$ cat config.mk
export PLATFORM = sky130hd
export DESIGN_NAME = operand_fetch_ctrl_flat
export DESIGN_NICKNAME = d
export VERILOG_FILES = /design/src/rtl/ofc_pkg.sv /design/src/rtl/ofc_if.sv /design/src/rtl/ofc_scoreboard.sv /design/src/rtl/operand_fetch_ctrl.sv /design/src/flat_wrapper.sv
export SDC_FILE = /design/constraint.sdc
export NUM_CORES = 1
export LEC_CHECK = 0
export BUFFER_PORTS_ARGS = -buffer_cell sky130_fd_sc_hd__buf_2
export CORE_MARGIN = 2
export CORE_UTILIZATION = 40
export DETAILED_ROUTE_END_ITERATION = 16
export PLACE_DENSITY = 0.78
export SYNTH_ARGS = -nofsm -noshare
export SYNTH_HDL_FRONTEND = slang
export SYNTH_SLANG_ARGS = --single-unit
$ cat constraint.sdc
create_clock -name clk -period 1.9 [get_ports clk]
set_input_delay 0 -clock clk [delete_from_list [all_inputs] [get_ports clk]]
set_output_delay 0 -clock clk [all_outputs]
set_load 0.03 [all_outputs]
$ cat src/rtl/ofc_pkg.sv
// Shared constants and types for the operand fetch controller.
// Optional writeback-to-operand forwarding is enabled by defining OFC_WB_FWD_EN.
package ofc_pkg;

   localparam int unsigned NREG = 16;
   localparam int unsigned AW   = 4;
   localparam int unsigned DW   = 32;

   typedef enum logic [2:0] {
      StIdle,
      StCheck,
      StRead,
      StCapture,
      StOut
   } state_e;

   typedef struct packed {
      logic [AW-1:0] dest;
      logic [AW-1:0] src1;
      logic [AW-1:0] src2;
      logic          wen;
   } instr_t;

endpackage

$ cat src/rtl/ofc_if.sv
// Bundle of the issue, register-bank, execute and writeback signals of the
// operand fetch controller. master = controller side, slave = environment side.
interface ofc_if;
   import ofc_pkg::*;

   logic            in_valid;
   logic            in_ready;
   logic [AW-1:0]   in_dest;
   logic [AW-1:0]   in_src1;
   logic [AW-1:0]   in_src2;
   logic            in_wen;

   logic [AW-1:0]   rf_src1;
   logic [AW-1:0]   rf_src2;
   logic [DW-1:0]   rf_rdata1;
   logic [DW-1:0]   rf_rdata2;
   logic [AW-1:0]   rf_dest;
   logic [DW-1:0]   rf_wdata;
   logic            rf_we;

   logic            out_valid;
   logic            out_ready;
   logic [DW-1:0]   out_op1;
   logic [DW-1:0]   out_op2;
   logic [AW-1:0]   out_dest;
   logic            out_wen;

   logic            wb_valid;
   logic [AW-1:0]   wb_dest;
   logic [DW-1:0]   wb_data;

   logic [NREG-1:0] busy_mask;

   modport master (
      input  in_valid, in_dest, in_src1, in_src2, in_wen,
      output in_ready,
      output rf_src1, rf_src2, rf_dest, rf_wdata, rf_we,
      input  rf_rdata1, rf_rdata2,
      output out_valid, out_op1, out_op2, out_dest, out_wen,
      input  out_ready,
      input  wb_valid, wb_dest, wb_data,
      output busy_mask
   );

   modport slave (
      output in_valid, in_dest, in_src1, in_src2, in_wen,
      input  in_ready,
      input  rf_src1, rf_src2, rf_dest, rf_wdata, rf_we,
      output rf_rdata1, rf_rdata2,
      input  out_valid, out_op1, out_op2, out_dest, out_wen,
      output out_ready,
      output wb_valid, wb_dest, wb_data,
      input  busy_mask
   );

endinterface

$ cat src/rtl/ofc_scoreboard.sv
// Pending-write scoreboard: one bit per register, set on issue, cleared on
// writeback. A set and clear of the same bit on one edge leaves it set.
module ofc_scoreboard
   import ofc_pkg::*;
(
   input  logic            clk,
   input  logic            rst_n,
   input  logic            set_en,
   input  logic [AW-1:0]   set_idx,
   input  logic            clr_en,
   input  logic [AW-1:0]   clr_idx,
   output logic [NREG-1:0] mask
);

   logic [NREG-1:0] mask_q, mask_d;

   // Next mask: apply clear first so a simultaneous set overrides it.
   always_comb begin
      mask_d = mask_q;
      if (clr_en) mask_d[clr_idx] = 1'b0;
      if (set_en) mask_d[set_idx] = 1'b1;
   end

   // Mask register.
   always_ff @(posedge clk or negedge rst_n) begin
      if (!rst_n) mask_q <= '0;
      else        mask_q <= mask_d;
   end

   assign mask = mask_q;

endmodule

$ cat src/rtl/operand_fetch_ctrl.sv
// Operand fetch controller: accepts decoded instructions, stalls on RAW/WAW
// hazards against the pending-write scoreboard, reads the register bank and
// hands the operand pair to execute. Writebacks pass straight to the bank.
// Define OFC_WB_FWD_EN to forward a same-cycle writeback into a stalled source.
module operand_fetch_ctrl
   import ofc_pkg::*;
(
   input  logic  clk,
   input  logic  rst_n,
   ofc_if.master bus
);

   state_e          state_q, state_d;
   instr_t          instr_q, instr_d;
   logic [DW-1:0]   op1_q, op1_d, op2_q, op2_d;
   logic [NREG-1:0] busy;
   logic            sb_set;
   logic            pend1, pend2, hazard;
   logic [DW-1:0]   cap1, cap2;

`ifdef OFC_WB_FWD_EN
   logic          hit1, hit2;
   logic          fwd1_vld_q, fwd1_vld_d, fwd2_vld_q, fwd2_vld_d;
   logic [DW-1:0] fwd1_q, fwd1_d, fwd2_q, fwd2_d;

   assign hit1 = bus.wb_valid && (bus.wb_dest == instr_q.src1);
   assign hit2 = bus.wb_valid && (bus.wb_dest == instr_q.src2);

   // Re-evaluate forwards every CHECK cycle so only the leaving cycle counts.
   always_comb begin
      fwd1_vld_d = fwd1_vld_q;
      fwd2_vld_d = fwd2_vld_q;
      fwd1_d     = fwd1_q;
      fwd2_d     = fwd2_q;
      if (state_q == StCheck) begin
         fwd1_vld_d = hit1;
         fwd2_vld_d = hit2;
         if (hit1) fwd1_d = bus.wb_data;
         if (hit2) fwd2_d = bus.wb_data;
      end
   end

   // Forward registers.
   always_ff @(posedge clk or negedge rst_n) begin
      if (!rst_n) begin
         fwd1_vld_q <= 1'b0;
         fwd2_vld_q <= 1'b0;
         fwd1_q     <= '0;
         fwd2_q     <= '0;
      end else begin
         fwd1_vld_q <= fwd1_vld_d;
         fwd2_vld_q <= fwd2_vld_d;
         fwd1_q     <= fwd1_d;
         fwd2_q     <= fwd2_d;
      end
   end

   assign pend1 = busy[instr_q.src1] & ~hit1;
   assign pend2 = busy[instr_q.src2] & ~hit2;
   assign cap1  = fwd1_vld_q ? fwd1_q : bus.rf_rdata1;
   assign cap2  = fwd2_vld_q ? fwd2_q : bus.rf_rdata2;
`else
   assign pend1 = busy[instr_q.src1];
   assign pend2 = busy[instr_q.src2];
   assign cap1  = bus.rf_rdata1;
   assign cap2  = bus.rf_rdata2;
`endif

   // Registered scoreboard only; a bit cleared at an edge is seen next cycle.
   assign hazard = pend1 | pend2 | (instr_q.wen & busy[instr_q.dest]);

   // Next-state, instruction latch and operand capture.
   always_comb begin
      state_d = state_q;
      instr_d = instr_q;
      op1_d   = op1_q;
      op2_d   = op2_q;
      sb_set  = 1'b0;
      unique case (state_q)
         StIdle: begin
            if (bus.in_valid) begin
               instr_d = '{dest: bus.in_dest, src1: bus.in_src1,
                           src2: bus.in_src2, wen: bus.in_wen};
               state_d = StCheck;
            end
         end
         StCheck: begin
            if (!hazard) state_d = StRead;
         end
         StRead: begin
            sb_set  = instr_q.wen;
            state_d = StCapture;
         end
         StCapture: begin
            op1_d   = cap1;
            op2_d   = cap2;
            state_d = StOut;
         end
         StOut: begin
            if (bus.out_ready) state_d = StIdle;
         end
         default: state_d = StIdle;
      endcase
   end

   // State, instruction and operand registers.
   always_ff @(posedge clk or negedge rst_n) begin
      if (!rst_n) begin
         state_q <= StIdle;
         instr_q <= '0;
         op1_q   <= '0;
         op2_q   <= '0;
      end else begin
         state_q <= state_d;
         instr_q <= instr_d;
         op1_q   <= op1_d;
         op2_q   <= op2_d;
      end
   end

   ofc_scoreboard u_scoreboard (
      .clk     (clk),
      .rst_n   (rst_n),
      .set_en  (sb_set),
      .set_idx (instr_q.dest),
      .clr_en  (bus.wb_valid),
      .clr_idx (bus.wb_dest),
      .mask    (busy)
   );

   assign bus.in_ready  = (state_q == StIdle);
   assign bus.out_valid = (state_q == StOut);
   assign bus.out_op1   = op1_q;
   assign bus.out_op2   = op2_q;
   assign bus.out_dest  = instr_q.dest;
   assign bus.out_wen   = instr_q.wen;
   assign bus.rf_src1   = instr_q.src1;
   assign bus.rf_src2   = instr_q.src2;
   assign bus.rf_we     = bus.wb_valid;
   assign bus.rf_dest   = bus.wb_dest;
   assign bus.rf_wdata  = bus.wb_data;
   assign bus.busy_mask = busy;

endmodule

$ cat src/flat_wrapper.sv
// flat-port wrapper written by rule: the top's interface ports become plain ports
module operand_fetch_ctrl_flat import ofc_pkg::*;
  (clk, rst_n, bus_in_valid, bus_in_dest, bus_in_src1, bus_in_src2, bus_in_wen, bus_in_ready, bus_rf_src1, bus_rf_src2, bus_rf_dest, bus_rf_wdata, bus_rf_we, bus_rf_rdata1, bus_rf_rdata2, bus_out_valid, bus_out_op1, bus_out_op2, bus_out_dest, bus_out_wen, bus_out_ready, bus_wb_valid, bus_wb_dest, bus_wb_data, bus_busy_mask);
  ofc_if bus_i ();
  input  logic clk;
  input  logic rst_n;
  input wire logic [$bits(bus_i.in_valid)-1:0] bus_in_valid;
  input wire logic [$bits(bus_i.in_dest)-1:0] bus_in_dest;
  input wire logic [$bits(bus_i.in_src1)-1:0] bus_in_src1;
  input wire logic [$bits(bus_i.in_src2)-1:0] bus_in_src2;
  input wire logic [$bits(bus_i.in_wen)-1:0] bus_in_wen;
  output wire logic [$bits(bus_i.in_ready)-1:0] bus_in_ready;
  output wire logic [$bits(bus_i.rf_src1)-1:0] bus_rf_src1;
  output wire logic [$bits(bus_i.rf_src2)-1:0] bus_rf_src2;
  output wire logic [$bits(bus_i.rf_dest)-1:0] bus_rf_dest;
  output wire logic [$bits(bus_i.rf_wdata)-1:0] bus_rf_wdata;
  output wire logic [$bits(bus_i.rf_we)-1:0] bus_rf_we;
  input wire logic [$bits(bus_i.rf_rdata1)-1:0] bus_rf_rdata1;
  input wire logic [$bits(bus_i.rf_rdata2)-1:0] bus_rf_rdata2;
  output wire logic [$bits(bus_i.out_valid)-1:0] bus_out_valid;
  output wire logic [$bits(bus_i.out_op1)-1:0] bus_out_op1;
  output wire logic [$bits(bus_i.out_op2)-1:0] bus_out_op2;
  output wire logic [$bits(bus_i.out_dest)-1:0] bus_out_dest;
  output wire logic [$bits(bus_i.out_wen)-1:0] bus_out_wen;
  input wire logic [$bits(bus_i.out_ready)-1:0] bus_out_ready;
  input wire logic [$bits(bus_i.wb_valid)-1:0] bus_wb_valid;
  input wire logic [$bits(bus_i.wb_dest)-1:0] bus_wb_dest;
  input wire logic [$bits(bus_i.wb_data)-1:0] bus_wb_data;
  output wire logic [$bits(bus_i.busy_mask)-1:0] bus_busy_mask;
  assign bus_i.in_valid = bus_in_valid;
  assign bus_i.in_dest = bus_in_dest;
  assign bus_i.in_src1 = bus_in_src1;
  assign bus_i.in_src2 = bus_in_src2;
  assign bus_i.in_wen = bus_in_wen;
  assign bus_in_ready = bus_i.in_ready;
  assign bus_rf_src1 = bus_i.rf_src1;
  assign bus_rf_src2 = bus_i.rf_src2;
  assign bus_rf_dest = bus_i.rf_dest;
  assign bus_rf_wdata = bus_i.rf_wdata;
  assign bus_rf_we = bus_i.rf_we;
  assign bus_i.rf_rdata1 = bus_rf_rdata1;
  assign bus_i.rf_rdata2 = bus_rf_rdata2;
  assign bus_out_valid = bus_i.out_valid;
  assign bus_out_op1 = bus_i.out_op1;
  assign bus_out_op2 = bus_i.out_op2;
  assign bus_out_dest = bus_i.out_dest;
  assign bus_out_wen = bus_i.out_wen;
  assign bus_i.out_ready = bus_out_ready;
  assign bus_i.wb_valid = bus_wb_valid;
  assign bus_i.wb_dest = bus_wb_dest;
  assign bus_i.wb_data = bus_wb_data;
  assign bus_busy_mask = bus_i.busy_mask;
  operand_fetch_ctrl u_core (.clk(clk), .rst_n(rst_n), .bus(bus_i));
endmodule
==> results by group <==
Status
  • Status: finished with violations
  • Failing checks: setup timing

Die
  • Initial core utilization: 40.7%
  • Die Span Y: 109 um
  • Die Wd: 109 um
  • I/O Pins: 250
  • Row cnt: 38
  • DIE AREA: 11800 um2
  • Core area: 10700 um2

Synthesis
  • Synth cell types: 31
  • Mapped Area: 4380 um2
  • Synth area leaders: dfrtp_1 55%, mux2_2 19%, buf_4 6.3%
  • Simple-Gate Fraction of Synth Area: 4.63%
  • Synth area leader: dfrtp_1
  • Post-synthesis mux area share: 26.3%
  • Synthesized flop and latch total: 96
  • Synth Area in Adders: 0%
  • Largest family of logic cells by synthesized area: multiplexers
  • Mapped Cells: 333
  • Sequential area share after synthesis: 54.9%
  • Warnings from Yosys: 0
  • Xor-xnor portion of the synthesized cell area: 0%
  • Average size of a mapped cell: 13.1 um2
  • Area fraction of the dominant cell type after synthesis: 54.9%
  • Complex-gate fraction of the synthesized area: 5.83%
  • Mapped Nets: 451

Timing
  • Fin crit share: 101%
  • Headroom to the max-slew limit: 58.0%
  • Final slew viol count: 0
  • Setup_tns: -0.0241 ns
  • Worst slew pin tran: 0.630 ns
  • Skew final: 0.0108 ns
  • Unrepaired setup endpoints after global routing: true
  • Fin. Hold Viols: 0
  • Setup Viol. Count Final: 1
  • Final period demand of the worst path: 1.92 ns
  • Final setup margin: -0.0241 ns
  • Hold WS: 0.0000116 ns
  • FMAX: 0.520 GHz

Setup path
  • CP max FO: 6
  • Arr. time, crit path: 2.22 ns
  • Crit Path Class: reg -> reg
  • Crit end category: flip-flop
  • Setup crit start kind: flip-flop
  • Required time worst endpoint: 2.20 ns

Final layout
  • Share of cells above drive strength 1: 52.2%
  • Antenna Cells: 0
  • Area of the multi-input gates: 1620 um2
  • Leading cell type in the layout, fill and taps excluded: buf_2
  • Most frequent cells in the layout: 184 x buf_2, 94 x dfrtp_1, 83 x dlygate4sd3_1
  • # fillers: 869
  • Syn-to-layout area delta: 43.3%
  • Non-filler cells, final: 715
  • Reg area: 2400 um2
  • Post-layout nets: 688

Clock tree
  • Clk root buf: clkbuf_8
  • Postcts setup bufs: 0
  • H-tree levels: 3
  • CTS Sinks: 96
  • CTS buffer count: 9
  • Clock Latency Late Sink: 0.36 ns
  • Max Root-Sink Buffers: 2
  • CTS tree: yes
  • Clock slew at reported path FFs: 0.10 ns

Global route
  • Remaining Overflow, GRT: 0
  • Largest net degree at the start of global routing: 51
  • Vias in the first global route: 3706
  • Global-route wire length before repair: 18.2 mm
  • Initial antenna violation count: 0
  • Total GRT Usage: 20.2%

Drt
  • DRC: 0
  • Wire per inst: 16.8 um
  • WL final: 12.0 mm
  • DR vias/cell: 4.94
  • Via count: 3529
  • 1st-iter DRT viols: 98
  • Detail Route Antenna Nets: 0
  • DR pass1 iterations: 4

Min path
  • Hold crit path type: in -> out

Placed design
  • Dpl hpwl: 8.05 mm
  • I/O Buffers: 185
  • Dpl cells: 616
  • GPL Wtd Cong: 0.889

Power and ir drop
  • PD cells: 1760 nW/um2
  • VDD IR max: 0.000936 V
  • Leak: 0.00298 uW

Run
  • Max-cap violations: 0
## repair_timing
item / CTS / global route
hold buffers: 83 / 0
endpoints found under the setup margin: 0 / 1
endpoints found under the hold margin: 130 / 0
resized for setup: 0 / 1
## stage by stage
stage | cell area [um2] | power (uW) | setup WS (ns) | util, %
final | 6270 | 11000 | -0.0241 | 58.4
after global routing | 6270 | 11600 | -0.112 | 58.4
after CTS | 6260 | 11100 | 0.0143 | 58.3
after detailed placement | 5240 | 9530 | 0.0348 | 48.7
after global placement | 5240 | 9330 | 0.0972 | 48.7
after floorplan | 4380 | 7860 | 0.0224 | -
## worst paths after layout
path / to / from / cells past startpoint / slack [ns]
max in group asynchronous: u_core.bus.out_op1[2] / rst_n / 3 / 1.03
hold reg to reg: u_core.bus.out_op2[3] / u_core.bus.out_op2[3] / 1 / 0.51
setup reg to reg: u_core.state_q[1] / u_core.bus.rf_src2[0] / 5 / -0.02
hold / removal: bus_rf_wdata[21] / bus_wb_data[21] / 0 / 0.00001
setup / recovery: u_core.state_q[1] / u_core.bus.rf_src2[0] / 5 / -0.02
min in group asynchronous: u_core.bus.out_dest[0] / rst_n / 2 / 0.18
## cell usage after synthesis
| master | number |
|---|---|
| nor3_1 | 2 |
| o31ai_1 | 3 |
| inv_1 | 7 |
| buf_4 | 37 |
| nand3_1 | 6 |
| o2bb2ai_1 | 1 |
| nand2b_1 | 4 |
| nor2b_1 | 2 |
| mux4_2 | 5 |
| buf_2 | 6 |
| mux2_2 | 75 |
| or2_2 | 2 |
| and2_1 | 1 |
| buf_1 | 2 |
| o211ai_1 | 2 |
| nand4b_1 | 1 |
| nand4_1 | 1 |
| mux4_1 | 4 |
| nand3b_1 | 1 |
| clkbuf_1 | 6 |
| o22ai_1 | 1 |
| o21ai_0 | 34 |
| dfrtp_1 | 96 |
| mux2i_1 | 9 |
| or3_1 | 1 |
| a21oi_1 | 3 |
| nand2_1 | 12 |
| nor2_1 | 5 |
| and3_1 | 1 |
| or4_1 | 1 |
| a311oi_1 | 2 |
## state kept, by name, summed over array words and instances (netlist names)
register	count
u_core.bus.out_wen	1
u_core.bus.out_dest	4
u_core.bus.out_op1	32
u_core.bus.rf_src1	4
u_core.bus.rf_src2	4
u_core.bus.out_op2	32
u_core.u_scoreboard.mask	16
u_core.state_q	3
## per-layer routing
metal  global-route usage (%)  up-vias  share of wire (%)
met3                     4.94       34                7.3
met2                     35.8      173                 52
met5                        0        -                  0
li1                         -     1620                  -
met4                     9.98        0                3.0
met1                     22.6     1702                 38
## power breakdown
| group | internal (uW) | leakage, uW | total, uW | switching [uW] |
|---|---|---|---|---|
| Combinational | 2320 | 0.00173 | 5780 | 3450 |
| Sequential | 3040 | 0.00114 | 3910 | 875 |
| Clock | 643 | 0.0000993 | 1360 | 714 |
| Total | 6010 | 0.00298 | 11000 | 5040 |
## worst max-delay path, stage by stage (launching register included)
cell and delay [ns]:
dfrtp_2 0.46, mux4_2 0.53, mux2i_1 0.16, mux2i_1 0.10
or4_1 0.44, o2bb2ai_2 0.16
## cell type report
| class | count | share of cell area, % |
|---|---|---|
| clock buffer | 11 | 2.25 |
| clock inverter | 5 | 0.898 |
| inverter | 7 | 0.419 |
| multi-input combinational | 179 | 25.8 |
| sequential | 96 | 38.3 |
| tap | 140 | 2.79 |
| timing repair buffer | 277 | 29.5 |
## cell families (layout without fill, tap and decap cells)
group,Yosys count,in the layout
DFF,96,96
muxes,93,93
buffers and inverters,58,300
and+or+nand+nor,40,40
AOI/OAI and AO/OA,46,46
Power figures use the tool's default switching activity.
